**config.mk**
```make
export PLATFORM = sky130hd
export DESIGN_NAME = ram_initiator
export DESIGN_NICKNAME = d
export VERILOG_FILES = /design/src/rtl/ram_initiator.sv
export SDC_FILE = /design/constraint.sdc
export NUM_CORES = 1
export LEC_CHECK = 0
export CORE_ASPECT_RATIO = 0.75
export CORE_UTILIZATION = 25
export DETAILED_ROUTE_END_ITERATION = 6
export GPL_ROUTABILITY_DRIVEN = 0
export HOLD_SLACK_MARGIN = 0.15
export PLACE_DENSITY_LB_ADDON = 0.05
export SYNTH_ARGS = -nofsm -noshare
export SYNTH_HDL_FRONTEND = slang
export SYNTH_SLANG_ARGS = --single-unit
```
**constraint.sdc**
```tcl
create_clock -name clk -period 3.1 [get_ports clk]
set_input_delay 0.465 -clock clk [delete_from_list [all_inputs] [get_ports clk]]
set_output_delay 0.465 -clock clk [all_outputs]
set_load 0.01 [all_outputs]
```
**src/rtl/ram_initiator.sv**
```systemverilog
// ram_initiator: valid/ready front end for a synchronous single-port RAM with credit-bounded in-order read responses.
// Define RAM_INIT_EN to make INIT sweep every address with INIT_VALUE before entering RUN.
module ram_initiator #(
  parameter int AW = 8,
  parameter int DW = 16,
  parameter int RD_LAT = 1,
  parameter int RSP_DEPTH = 4,
  parameter logic [DW-1:0] INIT_VALUE = '0
) (
  input  logic          clk,
  input  logic          rst,
  input  logic          req_valid,
  output logic          req_ready,
  input  logic          req_wr,
  input  logic [AW-1:0] req_addr,
  input  logic [DW-1:0] req_wdata,
  output logic          rsp_valid,
  input  logic          rsp_ready,
  output logic [DW-1:0] rsp_data,
  output logic [AW-1:0] rsp_addr,
  output logic          ram_ce,
  output logic          ram_wr,
  output logic [AW-1:0] ram_addr,
  output logic [DW-1:0] ram_din,
  input  logic [DW-1:0] ram_dout,
  output logic          init_done
);
  localparam int PW = $clog2(RSP_DEPTH);
  localparam int CW = PW + 1;
  localparam int OW = $clog2(RSP_DEPTH + RD_LAT + 2) + 1;

  typedef enum logic {INIT, RUN} state_t;
  state_t state, state_d;

  logic          accept, push, pop;
  logic          ce_d, wr_d;
  logic [AW-1:0] addr_d;
  logic [DW-1:0] din_d;
  logic [CW-1:0] count;
  logic [PW-1:0] wr_ptr, rd_ptr;
  logic [OW-1:0] occ;
  logic [DW-1:0] fifo_data [RSP_DEPTH];
  logic [AW-1:0] fifo_addr [RSP_DEPTH];
  logic [RD_LAT-1:0] tag_v;
  logic [AW-1:0] tag_a [RD_LAT];

`ifdef RAM_INIT_EN
  logic [AW-1:0] init_cnt;
  always_ff @(posedge clk or posedge rst)
    if (rst) init_cnt <= '0;
    else if (state == INIT) init_cnt <= init_cnt + 1'b1;
  always_comb begin
    state_d = (state == INIT && init_cnt == '1) ? RUN : state;
  end
`else
  always_comb begin
    state_d = RUN;
  end
`endif

  always_ff @(posedge clk or posedge rst)
    if (rst) state <= INIT;
    else state <= state_d;

  assign init_done = state == RUN;

  // Credits cover the FIFO plus every read still travelling toward it.
  always_comb begin
    occ = OW'(count) + OW'(ram_ce && !ram_wr);
    for (int i = 0; i < RD_LAT; i++) occ = occ + OW'(tag_v[i]);
  end

  assign req_ready = init_done && occ < OW'(RSP_DEPTH);
  assign accept = req_valid && req_ready;

  always_comb begin
    ce_d = accept;
    wr_d = accept && req_wr;
    addr_d = accept ? req_addr : ram_addr;
    din_d = accept ? req_wdata : ram_din;
`ifdef RAM_INIT_EN
    if (state == INIT) begin
      ce_d = 1'b1;
      wr_d = 1'b1;
      addr_d = init_cnt;
      din_d = INIT_VALUE;
    end
`endif
  end

  always_ff @(posedge clk or posedge rst)
    if (rst) begin
      ram_ce <= 1'b0;
      ram_wr <= 1'b0;
      ram_addr <= '0;
      ram_din <= '0;
    end else begin
      ram_ce <= ce_d;
      ram_wr <= wr_d;
      ram_addr <= addr_d;
      ram_din <= din_d;
    end

  // Tag pipe tracks reads until ram_dout carries their data.
  always_ff @(posedge clk or posedge rst)
    if (rst) begin
      tag_v <= '0;
      for (int i = 0; i < RD_LAT; i++) tag_a[i] <= '0;
    end else begin
      tag_v[0] <= ram_ce && !ram_wr;
      tag_a[0] <= ram_addr;
      for (int i = 1; i < RD_LAT; i++) begin
        tag_v[i] <= tag_v[i-1];
        tag_a[i] <= tag_a[i-1];
      end
    end

  assign push = tag_v[RD_LAT-1];
  assign rsp_valid = count != '0;
  assign pop = rsp_valid && rsp_ready;

  always_ff @(posedge clk or posedge rst)
    if (rst) begin
      wr_ptr <= '0;
      rd_ptr <= '0;
      count <= '0;
    end else begin
      wr_ptr <= wr_ptr + PW'(push);
      rd_ptr <= rd_ptr + PW'(pop);
      count <= count + CW'(push) - CW'(pop);
    end

  always_ff @(posedge clk)
    if (push) begin
      fifo_data[wr_ptr] <= ram_dout;
      fifo_addr[wr_ptr] <= tag_a[RD_LAT-1];
    end

  assign rsp_data = rsp_valid ? fifo_data[rd_ptr] : '0;
  assign rsp_addr = rsp_valid ? fifo_addr[rd_ptr] : '0;

  assert property (@(posedge clk) disable iff (rst) !(push && count == CW'(RSP_DEPTH)));
endmodule

```
==> results of run 1 <==
==> worst paths after layout <==
check	cells after the start	slack, ps	to
hold reg to reg	0	410	tag_a[1]$_DFF_PP0_
max in group asynchronous	3	2090	tag_a[2]$_DFF_PP0_
setup / recovery	5	150	req_ready
setup reg to reg	5	770	ram_din[12]$_DFFE_PP0P_
hold / removal	2	280	ram_din[9]$_DFFE_PP0P_
min in group clk	0	410	tag_a[1]$_DFF_PP0_
==> power by group through the flow <==
stage               registers, mW  clock network [mW]  logic [mW]
global route                 2.79                2.21        2.55
floorplan                    2.73                   0        1.25
CTS                          2.74                2.12        2.43
finish                       2.73                2.05        2.36
detailed placement           2.77                   0        2.43
global placement             2.77                   0        2.43
==> layout make-up <==
type	instances	share of cell area, %
clock buffer	19	5.94
clock inverter	13	2.33
sequential	139	54.3
multi-input combinational	102	18.1
tap	288	4.94
inverter	5	0.257
timing repair buffer	103	14.1
==> state kept, by name (all words and copies together), names as in the netlist <==
| register | flops |
|---|---|
| fifo_data | 64 |
| fifo_addr | 32 |
| ram_din | 16 |
| ram_addr | 8 |
| tag_a | 8 |
| count | 3 |
| rd_ptr | 2 |
| wr_ptr | 2 |
| init_done | 1 |
| push | 1 |
| ram_ce | 1 |
| ram_wr | 1 |
==> Yosys cell counts (2+ instances only) <==
cell / instances
buf_2: 3
and2_1: 24
mux2_4: 19
mux2_2: 5
nor2_1: 2
ha_1: 4
inv_1: 5
and3_1: 2
buf_12: 2
edfxtp_1: 96
xor2_1: 2
dfrtp_1: 43
xnor2_1: 2
clkbuf_1: 5
mux4_2: 24
nand2_1: 2
==> stage by stage <==
| step | setup slack [ps] | power [mW] | instance area (um^2) | hold slack (ps) | instances |
|---|---|---|---|---|---|
| after detailed placement | 580 | 5.20 | 6690 | 396 | 637 |
| final | 154 | 7.14 | 7290 | 282 | 669 |
| after global placement | 582 | 5.19 | 6690 | 388 | 637 |
| after global routing | 55.1 | 7.55 | 7290 | 299 | 669 |
| after CTS | 117 | 7.29 | 7290 | 275 | 669 |
| after floorplan | 405 | 3.98 | 5360 | 430 | 257 |
==> logic make-up after synthesis <==
family,count (synthesis),share of synthesized area (%)
DFF,139,73.8
muxes,49,16.6
and+or+nand+nor,40,5.09
buffers and inverters,16,1.87
adders and majority gates,5,1.31
xor gates and xnor gates,4,0.653
AOI/OAI and AO/OA,3,0.583
other,1,0.0699
==> per-layer routing <==
layer	up-vias	global-route usage [%]
met1	1380	14.6
met5	-	0
met4	0	4.57
met2	75	16.1
met3	7	3.94
li1	1212	-
==> worst max-delay path: stages, from the launching register on <==
cell and delay, ps:
dfrtp_1 440, ha_1 350, and4b_4 210, or3_4 380
and3_2 210, clkdlybuf4s50_1 480
==> impl_metrics.csv, run 1 <==
group,metric,value,unit
setup_path,cp-start-kind,"register",
global_routing,grt_max_degree,36,
detailed_routing,drtIter0Drc,168,
cts,clock_latency,410,ps
min_path,hp-class,"in -> async",
synth,synth_area_per_cell,20.9,um^2
detailed_routing,finalWirelength,11000,um
setup_path,end_kind,"output pin",
cts,cts_setup_buffers,0,
floorplan,rows,46,
setup_path,r2r_start,"push$_DFF_PP0_",
cts,cts_root_buf,"clkbuf_16",
sta,fin_crit_sh,95.0,%
finish,fillers,2049,
sta,worst_clock_skew,4.93,ps
floorplan,die_x,171,um
sta,fin_setup_tns,0,ps
global_routing,grt_overflow,0,
synth,synth_flop_cell,"edfxtp_1",
synth,synth_top_cell_by_area,"edfxtp_1",
setup_path,cp-startpoint,"push$_DFF_PP0_",
finish,mostFrequentLayoutCells,"clkdlybuf4s50_1 (97), edfxtp_1 (96), dfrtp_1 (42)",
cts,cts.repair.resized,0,
power,p_per_area,980,mW/mm^2
synth,netlist_instances,257,
detailed_routing,drc_errors,0,
cts,cts_tree,"yes",
power,p_leak,2.62,nW
detailed_routing,dr.pass1.iters,4,
sta,worst_slew_pin_slew,860,ps
floorplan,num_io_pins,98,
run_status,outcome,"complete, no violations",
finish,drive_above_1_share,25.7,%
floorplan,core,0.0211,mm^2
detailed_routing,vias_per_cell,4.00,
finish,area.sequential,0.00396,mm^2
cts,clkSinkCount,139,
sta,hold_violations,0,
synth,synth-seq-cells,139,
synth,ys_types,33,
cts,cts.clk_slew.worst_paths,60,ps
global_routing,grt_pass1_wl,17200,um
detailed_routing,wl_met1,5220,um
detailed_routing,met2_length,5040,um
synth,syn-num-nets,307,
cts,ctsLongestPathBuffers,2,
floorplan,die_h,129,um
synth,synthTopCellsByArea,"edfxtp_1 (54%), dfrtp_1 (20%), mux4_2 (10%)",
global_routing,grtUsageTotal,11.0,%
global_routing,grt_pass1_vias,2919,
sta,slew_headroom,42.6,%
finish,diodes,0,
power,seqPwrFrac,38.2,%
synth,yosysWarnings,0,
floorplan,dieArea,0.0221,mm^2
setup_path,worstPathArrival,2480,ps
power,combPwrFrac,33.1,%
global_routing,antenna_found_initial,0,
finish,nets,418,
cts,hold_buffers,0,
floorplan,start_util,25.5,%
detailed_routing,vias,2674,
synth,synthArstFlopShare,30.9,%
placement,hpwlAfterDp,6740,um
detailed_routing,wl_per_cell,16.4,um
run,drv_cap,0,
power,p_sw_share,27.7,%
synth,syn_area,0.00536,mm^2
detailed_routing,top_layer,"met4",
power,p_int,5.16,mW
finish,final_common_cell,"clkdlybuf4s50_1",
detailed_routing,wl_met3,581,um
setup_path,worstSetupPathType,"reg -> out",
cts,h-tree-depth,4,
sta,fmax,339,MHz
power,p_clk_share,28.7,%
sta,drv_slew,0,
sta,setup_violations,0,
finish,multi_input_area,0.00132,mm^2
synth,yosysSeqAreaShare,73.8,%
power,peakVddDrop,329,uV
synth,synth_edf_count,96,
finish,final_util,34.6,%
cts,cts_buffers,17,
detailed_routing,drtAntennaViolNets,0,
power,power.switching,1.98,mW
sta,post-route-min-period,2950,ps
sta,rsz0062_at_grt,"false",
placement,port_buffers,97,
setup_path,cp_max_fo,7,
setup_path,cp.required,2630,ps
synth,yosys.area.top_type_share,53.7,%
finish,syn2layout_area_growth,35.9,%
No activity file was read; power rests on OpenSTA's default activity.
==> run 2, diff against run 1 <==
==> constraint.sdc (replaced) <==
create_clock -name clk -period 3.1 [get_ports clk]
set_input_delay 0.62 -clock clk [delete_from_list [all_inputs] [get_ports clk]]
set_output_delay 0.62 -clock clk [all_outputs]
set_load 0.01 [all_outputs]
==> run 2 against run 1 <==
Register-to-register slack better by 20 ps. Critical path depth is 1 lower. Sequential power is 1% lower. Fmax is 0.22% higher. Utilization is 0.17 points higher. Setup slack better by 6.3 ps. Via count is 1.7% lower. Hold slack better by 120 ps. Total power is 0.63% higher. Combinational power hardly changed. Critical endpoint is now rsp_data[5].
==> impl_metrics.csv, run 2 (synthesized netlist as in run 1, its figures left out) <==
group,metric,value,unit
run_status,outcome,"complete, no violations",
global_routing,grt_pass1_wl,16600,um
setup_path,r2r_start,"count[1]$_DFF_PP0_",
setup_path,cp_top_family,"buffers and inverters",
global_routing,antenna_found_initial,0,
sta,hold_violations,0,
sta,fin_setup_tns,0,ps
power,p_leak,2.67,nW
cts,clock_latency,410,ps
setup_path,crit_path_max_incr_delay,570,ps
power,seqPwrFrac,37.4,%
finish,largest_reg_flops,64,
floorplan,num_io_pins,98,
sta,post-route-min-period,2940,ps
setup_path,slowest_stage,"mux4_2",
global_routing,grt_overflow,0,
detailed_routing,drc_errors,0,
global_routing,grt.met2_usage,16.4,%
power,power.switching,1.96,mW
detailed_routing,vias_per_cell,3.92,
setup_path,cp-startpoint,"rd_ptr[0]$_DFF_PP0_",
sta,slew_headroom,43.7,%
finish,top_regs,"fifo_data x64, fifo_addr x32, ram_din x16",
cts,ctsLongestPathBuffers,2,
detailed_routing,dr.pass1.iters,4,
finish,syn2layout_area_growth,36.6,%
sta,fin_crit_sh,94.8,%
floorplan,rows,46,
finish,final_util,34.8,%
cts,h-tree-depth,4,
finish,max_flop_register,"fifo_data",
cts,cts.clk_slew.worst_paths,60,ps
detailed_routing,vias,2629,
cts,clkSinkCount,139,
setup_path,cp-endpoint,"rsp_data[5]",
sta,setup_violations,0,
power,peakVddDrop,326,uV
global_routing,busiest_layer,"met2",
global_routing,use_met1,13.7,%
detailed_routing,finalWirelength,10800,um
global_routing,met3_usage,4.15,%
power,p_clk_share,29.5,%
run,drv_cap,0,
global_routing,grtUsageTotal,10.5,%
finish,mostFrequentLayoutCells,"edfxtp_1 (96), clkdlybuf4s50_1 (96), dfrtp_1 (42)",
setup_path,cp_num_buf_inv,2,
finish,nets,420,
setup_path,r2r-end,"ram_din[11]$_DFFE_PP0P_",
finish,diodes,0,
setup_path,worstSetupPathType,"reg -> out",
sta,drv_slew,0,
setup_path,rrSetupSlack,790,ps
global_routing,grt_pass1_vias,2897,
detailed_routing,drtIter0Drc,93,
sta,worst_clock_skew,9.91,ps
setup_path,worstPathArrival,2320,ps
floorplan,start_util,25.5,%
floorplan,die_x,171,um
power,p_int,5.23,mW
setup_path,cp_max_fo,17,
setup_path,worst-path-stages,4,
sta,fmax,340,MHz
power,p_sw_share,27.2,%
setup_path,crit_chain,"buf_4 -> mux4_2 -> and2_1 -> clkdlybuf4s50_1",
setup_path,cp-start-kind,"register",
global_routing,grt_max_degree,28,
detailed_routing,wl_per_cell,16.1,um
placement,postPlaceCellArea,0.00670,mm^2
cts,cts_tree,"yes",
min_path,hp-class,"reg -> reg",
sta,rsz0062_at_grt,"false",
power,p_per_area,981,mW/mm^2
power,combPwrFrac,33.1,%
setup_path,end_kind,"output pin",
setup_path,reg2regPathDepth,5,
cts,cts_root_buf,"clkbuf_16",
floorplan,dieArea,0.0221,mm^2
placement,port_buffers,97,
finish,drive_above_1_share,26.4,%
power,power,7.19,mW
cts,hold_buffers,0,
finish,fillers,2045,
sta,worst_slew_pin_slew,843,ps
floorplan,core,0.0211,mm^2
floorplan,die_h,129,um
detailed_routing,drtAntennaViolNets,0,
setup_path,cp.required,2480,ps
placement,hpwlAfterDp,6600,um
cts,cts_buffers,17,
finish,design_area,0.00733,mm^2
## run 2: changes by cell type in the layout (fill, tap and decap cells not counted)
cell / change
inv_6: +1
clkdlybuf4s50_1: -1
clkbuf_1: -2
bufinv_16: +1
clkinv_4: -1
clkinvlp_4: -3
clkinv_1: +1
clkinv_2: +3
dlymetal6s2s_1: +1
buf_4: +2
## run 2: final cells by class
class	count	area, um^2	area share, %
Sequential cell	139	3960	54.0
Multi-Input combinational cell	102	1320	18.0
Timing Repair Buffer	105	1050	14.3
Clock buffer	17	425	5.81
Tap cell	288	360	4.92
Clock inverter	15	196	2.68
Inverter	5	18.8	0.256
## run 2: power by group through the flow
stage | clock (mW) | sequential, mW | combinational (mW)
finish | 2.12 | 2.69 | 2.38
global route | 2.26 | 2.75 | 2.58
CTS | 2.18 | 2.70 | 2.45
detailed placement | 0 | 2.73 | 2.44
global placement | 0 | 2.73 | 2.43
floorplan | 0 | 2.73 | 1.25
## run 2: worst min path at each step
stage,startpoint,endpoint,slack [ps],cells after the start
after CTS,ram_addr[1]$_DFFE_PP0P_,tag_a[1]$_DFF_PP0_,400,0
final,ram_addr[1]$_DFFE_PP0P_,tag_a[1]$_DFF_PP0_,400,0
after global routing,ram_addr[1]$_DFFE_PP0P_,tag_a[1]$_DFF_PP0_,420,0
after floorplan,ram_addr[2]$_DFFE_PP0P_,tag_a[2]$_DFF_PP0_,430,0
after global placement,ram_addr[1]$_DFFE_PP0P_,tag_a[1]$_DFF_PP0_,390,0
after detailed placement,ram_addr[1]$_DFFE_PP0P_,tag_a[1]$_DFF_PP0_,390,0
## run 2: per-layer routing
layer  routed length [um]  up-vias  part of all wire, %
met5                    0        -                    0
met4                   91        0                 0.84
met3                  562        9                  5.2
met2                 5000       67                   46
met1                 5140     1335                   48
li1                     -     1218                    -
## run 2: per-stage QoR
step	hold WS, ps	setup slack, ps	std cells
3_3_place_gp	391	428	638
5_1_grt	418	4.41	671
6_report	404	160	671
4_1_cts	402	28.3	671
3_5_place_dp	391	431	638
2_1_floorplan	430	405	257
## run 2: what timing repair did
action	4_1_cts	5_1_grt
buffers inserted	1	0
endpoints found under the setup margin	1	1
gates resized for setup	0	1
## run 2: worst reg2reg max path: stages (launching register included)
cell and delay, ps:
dfrtp_1 440, ha_1 250, a21bo_2 220, a31oi_2 220, nand4_4 550, mux2_4 510
